[config.mk]
export PLATFORM = sky130hd
export DESIGN_NAME = bcd_updown_counter_n
export DESIGN_NICKNAME = d
export VERILOG_FILES = /design/src/rtl/bcd_updown_counter_n.sv
export SDC_FILE = /design/constraint.sdc
export NUM_CORES = 1
export LEC_CHECK = 0
export CAP_MARGIN = 20
export CORE_MARGIN = 2
export CORE_UTILIZATION = 52
export DETAILED_ROUTE_END_ITERATION = 16
export PLACE_DENSITY = 0.91
export SLEW_MARGIN = 20
export SYNTH_ARGS = -nofsm -noshare
export SYNTH_HDL_FRONTEND = slang
export SYNTH_SLANG_ARGS = --single-unit
[constraint.sdc]
create_clock -name clk -period 4.3 [get_ports clk]
set_input_delay 0.645 -clock clk [delete_from_list [all_inputs] [get_ports clk]]
set_output_delay 0.645 -clock clk [all_outputs]
set_load 0.05 [all_outputs]
[src/rtl/bcd_updown_counter_n.sv]
// N-digit packed-BCD up/down counter with validated parallel load, synchronous clear,
// wrap-or-saturate terminal behaviour and a combinational cascade output for chaining.
module bcd_updown_counter_n #(
    parameter int DIGITS = 3,
    parameter bit WRAP   = 1'b1
) (
    input  logic                  clk,
    input  logic                  reset_n,
    input  logic                  clear,
    input  logic                  load,
    input  logic [4*DIGITS-1:0]   load_val,
    input  logic                  enable,
    input  logic                  up,
    output logic [4*DIGITS-1:0]   count,
    output logic                  done,
    output logic                  at_max,
    output logic                  at_min,
    output logic                  load_err
);

    logic [DIGITS-1:0]   dig_max;
    logic [DIGITS-1:0]   dig_min;
    logic [DIGITS-1:0]   dig_bad;
    logic [4*DIGITS-1:0] count_step;
    logic [4*DIGITS-1:0] load_clean;
    logic                carry;
    logic                borrow;
    logic                hold_terminal;

    // Ripple the carry/borrow through a procedural temporary so each digit sees
    // "all lower digits at 9" (up) or "all lower digits at 0" (down).
    always_comb begin
        dig_max    = '0;
        dig_min    = '0;
        dig_bad    = '0;
        count_step = count;
        load_clean = '0;
        carry      = 1'b1;
        borrow     = 1'b1;
        for (int k = 0; k < DIGITS; k++) begin
            dig_max[k] = (count[4*k +: 4] == 4'd9);
            dig_min[k] = (count[4*k +: 4] == 4'd0);
            dig_bad[k] = (load_val[4*k +: 4] > 4'd9);
            load_clean[4*k +: 4] = dig_bad[k] ? 4'd0 : load_val[4*k +: 4];
            if (up) begin
                if (carry) begin
                    count_step[4*k +: 4] = dig_max[k] ? 4'd0 : count[4*k +: 4] + 4'd1;
                end
            end else begin
                if (borrow) begin
                    count_step[4*k +: 4] = dig_min[k] ? 4'd9 : count[4*k +: 4] - 4'd1;
                end
            end
            carry  = carry  & dig_max[k];
            borrow = borrow & dig_min[k];
        end
    end

    assign at_max = &dig_max;
    assign at_min = &dig_min;
    assign done   = enable & (up ? at_max : at_min);

    // In saturate mode a step toward the terminal value from the terminal is suppressed.
    assign hold_terminal = (WRAP == 1'b0) && done;

    always_ff @(posedge clk or negedge reset_n) begin
        if (!reset_n) begin
            count    <= '0;
            load_err <= 1'b0;
        end else if (clear) begin
            count    <= '0;
            load_err <= 1'b0;
        end else if (load) begin
            count    <= load_clean;
            load_err <= |dig_bad;
        end else begin
            load_err <= 1'b0;
            if (enable && !hold_terminal) begin
                count <= count_step;
            end
        end
    end

endmodule
==> impl_metrics.sql <==
INSERT INTO impl_metrics (metric_group, metric, value, unit) VALUES
('run_status', 'run_status', 'complete, no violations', ''),
('floorplan', 'die_h', '54.2', 'um'),
('clock_network', 'clock_latency', '0.28', 'ns'),
('yosys', 'synth-main-ff-cell', 'dfrtp_1', ''),
('timing', 'fin_skew', '0.00646', 'ns'),
('run', 'max_cap_viol_count', '0', ''),
('critical_path', 'cp_data_required_time', '3.65', 'ns'),
('cells_and_area', 'antenna_fix_cells', '0', ''),
('cells_and_area', 'design.final.nets', '213', ''),
('yosys', 'sequential_fraction_of_the_synthesis_area', '24.9', '%'),
('yosys', 'syn-mean-instance-area', '7.93', 'sq um'),
('floorplan', 'initial_utilization', '53.8', '%'),
('power', 'power.density', '234', 'nW/um^2'),
('clock_network', 'cts-root-buf', 'clkbuf_4', ''),
('global_routing', 'first_pass_grt_wire_length', '5.38', 'mm'),
('route', 'wire_per_inst', '15.0', 'um'),
('yosys', 'post_synth_num_cell_types', '55', ''),
('clock_network', 'tritoncts', 'yes', ''),
('yosys', 'synthCells', '165', ''),
('global_routing', 'grt_max_degree', '27', ''),
('floorplan', 'die_x', '54.2', 'um'),
('critical_path', 'crit_fanout', '7', ''),
('yosys', 'total_of_warnings_raised_by_yosys', '0', ''),
('power', 'p_leak', '0.610', 'nW'),
('power', 'reg_power_share', '38.6', '%'),
('power', 'netSwitchingFraction', '39.4', '%'),
('route', 'route.final.wire_length', '3.32', 'mm'),
('cells_and_area', 'synthToLayoutAreaGrowth', '25.0', '%'),
('floorplan', 'dieArea', '2930', 'sq um'),
('yosys', 'synth_area', '1310', 'sq um'),
('power', 'clock_share_of_power', '20.2', '%'),
('route', 'drc', '0', ''),
('critical_path', 'worst_setup_path_startpoint', 'count[1]', ''),
('yosys', 'syn_nets', '186', ''),
('yosys', 'adder_cell_fraction_of_synth_area', '2.87', '%'),
('global_routing', 'grt_antenna_before_repair', '0', ''),
('clock_network', 'cts_sinks', '13', ''),
('yosys', 'synth_edf_count', '0', ''),
('cells_and_area', 'post_route_cells_drive_above_1_share', '6.81', '%'),
('timing', 'post-route-min-period', '3.26', 'ns'),
('timing', 'slew_headroom', '44.8', '%'),
('clock_network', 'post_cts_resized', '0', ''),
('timing', 'finalSetupTns', '0', 'ns'),
('critical_path', 'setup.worst_path.end_class', 'output pin', ''),
('critical_path', 'crit-reg2reg-launch', 'count[0]', ''),
('global_routing', 'first_global_vias', '1199', ''),
('timing', 'grt_setup_unrepaired', 'false', ''),
('clock_network', 'cts_setup_buffers', '0', ''),
('floorplan', 'num_rows', '18', ''),
('timing', 'timing.final.setup_violations', '0', ''),
('route', 'via_per_inst', '6.11', ''),
('yosys', 'synth_async_sr_flop_share', '100', '%'),
('timing', 'hold_viol', '0', ''),
('global_routing', 'globalRouteOverflowTotal', '0', ''),
('timing', 'fin_crit_sh', '75.8', '%'),
('placed_design', 'globalplace.congestion', '0.868', ''),
('power', 'net_sw_power', '150', 'uW'),
('placed_design', 'portBuffers', '33', ''),
('clock_network', 'cts_inserted_buffers', '3', ''),
('cells_and_area', 'n_fill_cell', '198', ''),
('placed_design', 'place_hpwl', '2.50', 'mm'),
('power', 'worst_ir_drop_vdd', '0.220', 'mV'),
('critical_path', 'worst_setup_path_start_kind', 'flip-flop', ''),
('critical_path', 'r2r_setup_slack', '2.06', 'ns'),
('yosys', 'combinational_family_with_the_most_area_after_synthesis', 'simple AND/OR/NAND/NOR gates', ''),
('timing', 'timing_worst_slew_pin_value', '0.826', 'ns'),
('floorplan', 'design.portCount', '34', ''),
('clock_network', 'ctsHoldBuffers', '0', ''),
('route', 'drtPass1Iterations', '4', ''),
('critical_path', 'timing.setup.critical_path_class', 'flip-flop to output pin', ''),
('critical_path', 'critPathArrivalTime', '2.62', 'ns');
==> cells in the mapped netlist (all sizes together), types with 3 or more instances <==
| cell type | count | area (sq um) |
|---|---|---|
| o21ai | 8 | 40.0 |
| a211oi | 4 | 30.0 |
| nand2 | 10 | 37.5 |
| a21oi | 13 | 80.1 |
| a31oi | 6 | 37.5 |
| dfrtp | 13 | 325 |
| inv | 8 | 30.0 |
| ha | 3 | 37.5 |
| a21boi | 3 | 22.5 |
| clkbuf | 3 | 21.3 |
| buf | 9 | 65.1 |
| a311oi | 3 | 26.3 |
| xor2 | 3 | 26.3 |
| nand2b | 4 | 25.0 |
| nand3 | 7 | 35.0 |
| nand3b | 5 | 37.5 |
| nor3 | 4 | 20.0 |
| nor2b | 3 | 21.3 |
| nor2 | 19 | 71.3 |
==> logic make-up after synthesis <==
group,Yosys count
adder cells (fa/ha/maj),3
multiplexers,3
AND/OR/NAND/NOR,69
buffers and inverters,20
flip-flops,13
XOR/XNOR,5
AO/OA/AOI/OAI,52
==> metrics by stage <==
step | hold WS (ns) | area [sq um] | std cells | setup slack (ns) | power (mW)
finish | 0.643 | 1640 | 221 | 1.04 | 0.382
CTS | 0.647 | 1640 | 221 | 1.04 | 0.383
floorplan | 0.349 | 1320 | 165 | 0.526 | 0.255
global route | 0.700 | 1640 | 221 | 0.843 | 0.402
detailed placement | 0.620 | 1610 | 217 | 1.27 | 0.306
global placement | 0.606 | 1610 | 217 | 1.29 | 0.302
==> layout make-up <==
| type | instances | area [sq um] | share of cell area, % |
|---|---|---|---|
| Tap cell | 30 | 37.5 | 2.29 |
| Multi-Input combinational cell | 132 | 880 | 53.7 |
| Inverter | 8 | 30.0 | 1.83 |
| Sequential cell | 13 | 325 | 19.9 |
| Clock buffer | 4 | 26.3 | 1.61 |
| Timing Repair Buffer | 34 | 338 | 20.6 |
==> critical path: stages, from the launching register on <==
cell and delay (ns):
dfrtp_1 0.45, inv_1 0.11, ha_1 0.26, nand4b_1 0.16
nor4_2 0.33, mux2i_1 0.11, nor2b_1 0.11, clkdlybuf4s50_1 0.80
==> power by group through the flow <==
stage	combinational, mW	sequential [mW]	clock, mW
6_report	0.158	0.147	0.0773
5_1_grt	0.171	0.150	0.0814
4_1_cts	0.158	0.147	0.0782
3_5_place_dp	0.157	0.149	0
3_3_place_gp	0.153	0.148	0
2_1_floorplan	0.0895	0.166	0
==> final timing paths <==
| check | cells past startpoint | to |
|---|---|---|
| max | 7 | done |
| min | 2 | count[10] |
| max reg2reg | 7 | count[6] |
| min reg2reg | 2 | count[10] |
| max in group asynchronous | 1 | count[7] |
| min in group asynchronous | 1 | count[5] |
==> placed cells by master, fill, tap and decap left out, types with 3 or more instances in the layout <==
cell             Yosys  layout
inv_1                8       8
a211oi_1             4       4
nor2_1              19      19
o21ai_0              7       7
nand2_1             10      10
xor2_1               3       3
nand3b_1             5       5
dfrtp_1             13      13
nand3_1              7       7
clkbuf_4             0       3
clkdlybuf4s50_1      0      33
a31oi_1              6       6
a311oi_1             3       3
a21oi_1             11      11
ha_1                 3       3
nand2b_1             4       4
nor3_1               4       4
==> state kept, by name, summed over array words and instances, names as in the netlist <==
signal and cells:
load_err 1, count 12
==> per-layer routing <==
metal  vias to the layer above  track usage (%)  part of all wire (%)
li1                        662                -                     -
met1                       639             35.4                    45
met2                        45             40.2                    49
met3                         5             1.39                   5.3
met4                         0             7.92                   1.1
met5                         -                0                     0
(Power assumes the default switching activity.)
